--- config.mk ---
export PLATFORM = sky130hd
export DESIGN_NAME = fetcher_flat
export DESIGN_NICKNAME = d
export VERILOG_FILES = /design/src/rtl/fetcher_pkg.sv /design/src/rtl/fetcher_if.sv /design/src/rtl/fetcher_icache.sv /design/src/rtl/fetcher.sv /design/src/flat_wrapper.sv
export SDC_FILE = /design/constraint.sdc
export NUM_CORES = 2
export LEC_CHECK = 0
export ABC_CLOCK_PERIOD_IN_PS = 7500
export CAP_MARGIN = 25
export CORE_MARGIN = 2
export CORE_UTILIZATION = 46
export CTS_CLUSTER_SIZE = 14
export DETAILED_ROUTE_END_ITERATION = 16
export GPL_ROUTABILITY_DRIVEN = 1
export SYNTH_ARGS = -nofsm -noshare
export SYNTH_HDL_FRONTEND = slang
export SYNTH_SLANG_ARGS = --single-unit
--- constraint.sdc ---
create_clock -name clk -period 7.5 [get_ports clk]
set_input_delay 1.125 -clock clk [delete_from_list [all_inputs] [get_ports clk]]
set_output_delay 1.125 -clock clk [all_outputs]
set_load 0.02 [all_outputs]
--- src/rtl/fetcher_pkg.sv ---
// Shared types and constants for the instruction-fetch stage and its icache.
package fetcher_pkg;

    localparam int DATA_WIDTH = 32;
    localparam int ADDR_WIDTH = 32;

    localparam logic TRUE  = 1'b1;
    localparam logic FALSE = 1'b0;

    typedef logic [DATA_WIDTH-1:0] word_t;
    typedef logic [ADDR_WIDTH-1:0] addr_t;

    localparam word_t ZERO_DATA = '0;

    typedef enum logic {
        FETCH_IDLE     = 1'b0,
        FETCH_WAIT_MEM = 1'b1
    } fetch_state_e;

    function automatic addr_t word_align(input addr_t addr);
        return {addr[ADDR_WIDTH-1:2], 2'b00};
    endfunction

endpackage

--- src/rtl/fetcher_if.sv ---
// Fetch-stage bus bundle: memory refill handshake, ROB redirect/stall and decode output.
interface fetcher_if;
    import fetcher_pkg::*;

    logic  out_mem_req;
    addr_t out_mem_addr;
    logic  in_mem_ready;
    word_t in_mem_instr;

    logic  in_stall;
    logic  in_rob_flush;
    addr_t in_rob_target_pc;

    logic  out_decode_valid;
    word_t out_decode_instr;
    addr_t out_decode_pc;

    modport master (
        output out_mem_req, out_mem_addr,
        input  in_mem_ready, in_mem_instr,
        input  in_stall, in_rob_flush, in_rob_target_pc,
        output out_decode_valid, out_decode_instr, out_decode_pc
    );

    modport slave (
        input  out_mem_req, out_mem_addr,
        output in_mem_ready, in_mem_instr,
        output in_stall, in_rob_flush, in_rob_target_pc,
        input  out_decode_valid, out_decode_instr, out_decode_pc
    );

endinterface

--- src/rtl/fetcher_icache.sv ---
// Direct-mapped instruction cache, one word per line; only the valid bits are reset.
module fetcher_icache
    import fetcher_pkg::*;
#(
    parameter  int INDEX_WIDTH = 6,
    localparam int TAG_WIDTH   = ADDR_WIDTH - INDEX_WIDTH - 2
) (
    input  logic                   clk,
    input  logic                   rst,
    input  logic [INDEX_WIDTH-1:0] rd_index,
    input  logic [TAG_WIDTH-1:0]   rd_tag,
    output logic                   rd_hit,
    output word_t                  rd_word,
    input  logic                   wr_en,
    input  logic [INDEX_WIDTH-1:0] wr_index,
    input  logic [TAG_WIDTH-1:0]   wr_tag,
    input  word_t                  wr_data
);

    localparam int LINES = 1 << INDEX_WIDTH;

    logic [LINES-1:0]     valid_q, valid_d;
    logic [TAG_WIDTH-1:0] tag_mem  [LINES];
    word_t                data_mem [LINES];

    always_comb begin
        valid_d = valid_q;
        if (wr_en) begin
            valid_d[wr_index] = TRUE;
        end
    end

    always_ff @(posedge clk or posedge rst) begin
        if (rst) begin
            valid_q <= '0;
        end else begin
            valid_q <= valid_d;
        end
    end

    // Tag and data arrays need no reset: a line is only read once its valid bit is set.
    always_ff @(posedge clk) begin
        if (wr_en) begin
            tag_mem[wr_index]  <= wr_tag;
            data_mem[wr_index] <= wr_data;
        end
    end

    assign rd_hit  = valid_q[rd_index] && (tag_mem[rd_index] == rd_tag);
    assign rd_word = data_mem[rd_index];

endmodule

--- src/rtl/fetcher.sv ---
// Instruction-fetch stage: holds the PC, issues cached words to decode and refills misses from memory.
module fetcher
    import fetcher_pkg::*;
#(
    parameter addr_t RESET_PC           = 32'h0,
    parameter int    ICACHE_INDEX_WIDTH = 6
) (
    input logic       clk,
    input logic       rst,
    input logic       rdy,
    fetcher_if.master bus
);

    localparam int TAG_WIDTH = ADDR_WIDTH - ICACHE_INDEX_WIDTH - 2;

    fetch_state_e state_q, state_d;
    addr_t        pc_q, pc_d;
    logic         mem_req_q, mem_req_d;
    addr_t        mem_addr_q, mem_addr_d;
    logic         dec_valid_q, dec_valid_d;
    word_t        dec_instr_q, dec_instr_d;
    addr_t        dec_pc_q, dec_pc_d;

    logic                          cache_hit;
    word_t                         cache_word;
    logic                          fill_en;
    logic [ICACHE_INDEX_WIDTH-1:0] rd_index, wr_index;
    logic [TAG_WIDTH-1:0]          rd_tag, wr_tag;

    // Low PC bits are ignored for lookup so a misaligned redirect still hits its word.
    assign rd_index = pc_q[ICACHE_INDEX_WIDTH+1:2];
    assign rd_tag   = pc_q[ADDR_WIDTH-1:ICACHE_INDEX_WIDTH+2];
    assign wr_index = mem_addr_q[ICACHE_INDEX_WIDTH+1:2];
    assign wr_tag   = mem_addr_q[ADDR_WIDTH-1:ICACHE_INDEX_WIDTH+2];
    assign fill_en  = rdy && (state_q == FETCH_WAIT_MEM) && bus.in_mem_ready;

    fetcher_icache #(
        .INDEX_WIDTH(ICACHE_INDEX_WIDTH)
    ) u_icache (
        .clk     (clk),
        .rst     (rst),
        .rd_index(rd_index),
        .rd_tag  (rd_tag),
        .rd_hit  (cache_hit),
        .rd_word (cache_word),
        .wr_en   (fill_en),
        .wr_index(wr_index),
        .wr_tag  (wr_tag),
        .wr_data (bus.in_mem_instr)
    );

    always_comb begin
        state_d     = state_q;
        pc_d        = pc_q;
        mem_req_d   = mem_req_q;
        mem_addr_d  = mem_addr_q;
        dec_valid_d = FALSE;
        dec_instr_d = dec_instr_q;
        dec_pc_d    = dec_pc_q;

        if (rdy) begin
            unique case (state_q)
                FETCH_IDLE: begin
                    if (bus.in_rob_flush) begin
                        pc_d = bus.in_rob_target_pc;
                    end else if (cache_hit) begin
                        if (!bus.in_stall) begin
                            dec_valid_d = TRUE;
                            dec_instr_d = cache_word;
                            dec_pc_d    = pc_q;
                            pc_d        = pc_q + 32'd4;
                        end
                    end else begin
                        mem_req_d  = TRUE;
                        mem_addr_d = word_align(pc_q);
                        state_d    = FETCH_WAIT_MEM;
                    end
                end
                FETCH_WAIT_MEM: begin
                    // A redirect only moves the PC; the outstanding refill still lands.
                    if (bus.in_rob_flush) begin
                        pc_d = bus.in_rob_target_pc;
                    end
                    if (bus.in_mem_ready) begin
                        mem_req_d = FALSE;
                        state_d   = FETCH_IDLE;
                    end
                end
                default: begin
                    state_d = FETCH_IDLE;
                end
            endcase
        end
    end

    always_ff @(posedge clk or posedge rst) begin
        if (rst) begin
            state_q     <= FETCH_IDLE;
            pc_q        <= RESET_PC;
            mem_req_q   <= FALSE;
            mem_addr_q  <= '0;
            dec_valid_q <= FALSE;
            dec_instr_q <= ZERO_DATA;
            dec_pc_q    <= '0;
        end else begin
            state_q     <= state_d;
            pc_q        <= pc_d;
            mem_req_q   <= mem_req_d;
            mem_addr_q  <= mem_addr_d;
            dec_valid_q <= dec_valid_d;
            dec_instr_q <= dec_instr_d;
            dec_pc_q    <= dec_pc_d;
        end
    end

    assign bus.out_mem_req      = mem_req_q;
    assign bus.out_mem_addr     = mem_addr_q;
    assign bus.out_decode_valid = dec_valid_q;
    assign bus.out_decode_instr = dec_instr_q;
    assign bus.out_decode_pc    = dec_pc_q;

endmodule
--- src/flat_wrapper.sv ---
// flat-port wrapper written by rule: the top's interface ports become plain ports
module fetcher_flat import fetcher_pkg::*;
#(
    parameter addr_t RESET_PC           = 32'h0,
    parameter int    ICACHE_INDEX_WIDTH = 6
)
  (clk, rst, rdy, bus_out_mem_req, bus_out_mem_addr, bus_in_mem_ready, bus_in_mem_instr, bus_in_stall, bus_in_rob_flush, bus_in_rob_target_pc, bus_out_decode_valid, bus_out_decode_instr, bus_out_decode_pc);
  fetcher_if bus_i ();
  input logic clk;
  input logic rst;
  input logic rdy;
  output wire logic [$bits(bus_i.out_mem_req)-1:0] bus_out_mem_req;
  output wire logic [$bits(bus_i.out_mem_addr)-1:0] bus_out_mem_addr;
  input wire logic [$bits(bus_i.in_mem_ready)-1:0] bus_in_mem_ready;
  input wire logic [$bits(bus_i.in_mem_instr)-1:0] bus_in_mem_instr;
  input wire logic [$bits(bus_i.in_stall)-1:0] bus_in_stall;
  input wire logic [$bits(bus_i.in_rob_flush)-1:0] bus_in_rob_flush;
  input wire logic [$bits(bus_i.in_rob_target_pc)-1:0] bus_in_rob_target_pc;
  output wire logic [$bits(bus_i.out_decode_valid)-1:0] bus_out_decode_valid;
  output wire logic [$bits(bus_i.out_decode_instr)-1:0] bus_out_decode_instr;
  output wire logic [$bits(bus_i.out_decode_pc)-1:0] bus_out_decode_pc;
  assign bus_out_mem_req = bus_i.out_mem_req;
  assign bus_out_mem_addr = bus_i.out_mem_addr;
  assign bus_i.in_mem_ready = bus_in_mem_ready;
  assign bus_i.in_mem_instr = bus_in_mem_instr;
  assign bus_i.in_stall = bus_in_stall;
  assign bus_i.in_rob_flush = bus_in_rob_flush;
  assign bus_i.in_rob_target_pc = bus_in_rob_target_pc;
  assign bus_out_decode_valid = bus_i.out_decode_valid;
  assign bus_out_decode_instr = bus_i.out_decode_instr;
  assign bus_out_decode_pc = bus_i.out_decode_pc;
  fetcher #(.RESET_PC(RESET_PC), .ICACHE_INDEX_WIDTH(ICACHE_INDEX_WIDTH)) u_core (.clk(clk), .rst(rst), .rdy(rdy), .bus(bus_i));
endmodule
==> results.toml <==
[setup_path]
ff2ff_setup_slack_ps = 1180
path_buf_inv = 3
cp_max_fo = 66
max_stage_delay_ps = 1090
cp_slowest_cell = "dfrtp_4"
reg2reg_to = "u_core.bus.out_decode_instr[21]"
cp.arrival_ps = 7130
path_class = "reg2reg"
start_kind = "flip-flop"
cpLargestDelayFamily = "simple AND/OR/NAND/NOR gates"
path_cells = "buf_12 > buf_4 > mux4_2 > mux2i_1 > o21ai_0 > a32o_1 > xor2_1 > or4_1 > or4_1 > nor4_4 > buf_12 > mux2_2"
endpoint_kind = "flip-flop"
r2r_cells = 12
worstPathRequired_ps = 8310
r2r-start = "u_core.pc_q[3]"

[final_layout]
area_growth_pct = 15.1
stdcell_area_mm2 = 0.167
nets = 6879
post-route-util = 0.531
layout-drive-gt1-share = 0.298

[logic_synthesis]
synth_cells = 6299
synth-edff-count = 3584
yosysSeqAreaShare = 0.776
synth-async-reset-ratio = 0.0511
syn_area_per_cell_um2 = 23.0
ys_ff_latch = 3777
synth_ff_type = "edfxtp_1"
synth_area_mm2 = 0.145
ys_types = 68
yosysWarnings = 0

[place]
pre_cts_ws_ps = 1340
place.gp.congestion = 0.834
io_buffers = 165
dpl_cell_area_mm2 = 0.153
hpwl_um = 228000

[timing]
maxSlewHeadroom = 0.228
hold_violations = 0
tns_ps = 0
fin_ws_ps = 1180
maxSlewViolCount = 0
finClkSkew_ps = 66.6
min_period_over_period = 0.843
tightestPinTransition_ps = 1160
rsz0062_at_grt = "no"
layout_min_cycle_time_ps = 6320
fmax_ghz = 0.158
finalSetupViolCount = 0

[route]
viasPerCell = 6.43
ant_nets = 0
drt_first_pass_iters = 5
wl_met3_um = 42000
highest_layer = "met5"
wirelength_met1_um = 170000
post_drt_wl_per_cell_um = 37.5
route.met2.wl_um = 198000
drc = 0
routed_wl_um = 424000
drtIter0Drc = 11500
vias = 72700

[status]
status = "finished, final reports clean"

[die]
rows = 206
core_area_mm2 = 0.314
initial_utilization = 0.461
fp.dieW_um = 565
dieArea_mm2 = 0.319
die_h_um = 565
ios = 168

[global_route]
grt-ovfl-total = 0
grt_max_degree = 67
antenna_found_initial = 22
grtUsageTotal = 0.265
grt_pass1_vias = 71100
grt_pass1_wl_um = 583000

[clock_network]
post-cts-setup-buffers = 0
insertion_delay_ps = 960
numCtsBuffers = 384
clk_root_buffer_cell = "clkbuf_16"
cts_max_path_buffers = 4
h-tree-depth = 5
cts_tree = "done"
numClockSinks = 3777
post_cts_resized = 0
clk_pin_slew_worst_paths_ps = 60
cts_hold_buf = 0

[min_path]
hold_depth = 1
hold_path_class = "in2reg"
hold_start = "bus_in_mem_instr[14]"
hold_path_end = "u_core.u_icache.data_mem[53][14]"

[power_and_ir_drop]
power_density_mw_per_mm2 = 310
p_leak_nw = 53.0
finalPower_mw = 51.6
ir_worst_vdd_mv = 0.216

[job]
cap_viol_max_count = 0
## layout make-up
class,instances,area (um^2)
Antenna cell,9,22.5
Clock buffer,499,10300
Clock inverter,213,2400
Fill cell,23700,147000
Sequential cell,3777,113000
Timing Repair Buffer,475,5130
Inverter,9,48.8
Tap cell,4160,5200
Multi-Input combinational cell,2161,31200
## cell usage after synthesis, types with 7 or more instances
cell	n	area (um^2)
edfxtp_1	3584	108000
mux4_2	982	22100
mux2i_1	235	2350
clkbuf_1	202	758
dfrtp_1	193	4830
nand2_1	132	495
nor2_1	96	360
mux2_2	75	845
a22oi_1	74	556
or2_2	71	444
buf_2	59	295
a21oi_1	53	265
o21ai_0	52	260
buf_1	43	161
a221oi_1	33	289
mux2_1	32	360
nor3_1	27	135
buf_4	22	165
buf_6	22	248
nand3_1	22	110
nand2b_1	20	125
o22ai_1	19	119
o2bb2ai_1	19	166
o31ai_1	18	135
nor4_1	17	106
xnor2_1	16	140
a31oi_1	15	93.8
o211ai_1	14	105
o221ai_1	14	123
a22o_1	13	114
a211oi_1	11	82.6
a2bb2oi_1	11	96.3
xor2_1	10	87.6
inv_1	9	33.8
nand4_1	8	50.1
nor2b_1	8	50.1
and3_1	7	43.8
or3_1	7	43.8
## per-stage QoR
stage	hold WS [ps]	instances
finish	460	11300
global route	411	11300
detailed placement	447	10600
floorplan	434	6300
CTS	460	11300
global placement	446	10500
## cell families after synthesis
kind of cell               Yosys count  share of synthesized area
other                                1                  0.0000259
AOI/OAI and AO/OA                  370                     0.0181
muxes                             1324                      0.177
buffers and inverters              362                     0.0121
adders and majority gates            1                  0.0000863
DFF                               3777                      0.776
xor gates and xnor gates            26                    0.00157
and+or+nand+nor                    438                     0.0149
## how the worst max path moves through the flow
stage                         startpoint                              end  slack [ps]  cells after the start
after floorplan                      rst   u_core.bus.out_decode_instr[0]        1120                      1
after global placement    u_core.pc_q[3]  u_core.bus.out_decode_instr[26]        1300                     12
after detailed placement  u_core.pc_q[3]  u_core.bus.out_decode_instr[26]        1340                     12
after CTS                 u_core.pc_q[3]  u_core.bus.out_decode_instr[21]        1270                     12
after global routing      u_core.pc_q[2]  u_core.bus.out_decode_instr[21]        1050                     14
final                     u_core.pc_q[3]  u_core.bus.out_decode_instr[21]        1180                     12
## placed cells by master (no fill, tap or decap), types with 79 or more instances in the layout
master	n
clkbuf_1	94
buf_4	216
clkdlybuf4s50_1	137
nand2_1	132
buf_12	79
mux2i_1	235
mux4_2	982
dfrtp_1	164
edfxtp_1	3584
clkbuf_16	387
## per-layer routing
metal / GRT usage / up-vias
li1: - / 27800
met1: 0.387 / 39900
met2: 0.410 / 4208
met3: 0.0481 / 718
met4: 0.0789 / 6
met5: 0 / -
## flip-flops by register name, summed over array words and instances, names as in the netlist
name / count
u_core.bus.out_mem_req: 1
u_core.bus.out_decode_valid: 1
u_core.bus.out_decode_pc: 32
u_core.u_icache.data_mem: 2048
u_core.u_icache.valid_q: 64
u_core.pc_q: 32
u_core.state_q: 1
u_core.u_icache.tag_mem: 1536
u_core.bus.out_decode_instr: 32
u_core.bus.out_mem_addr: 30
## where the power goes
part	internal [mW]	switching [mW]
sequential	24.2	0.400
combinational	3.22	4.55
clock	11.1	8.19
total	38.5	13.1
(Power assumes the default switching activity.)
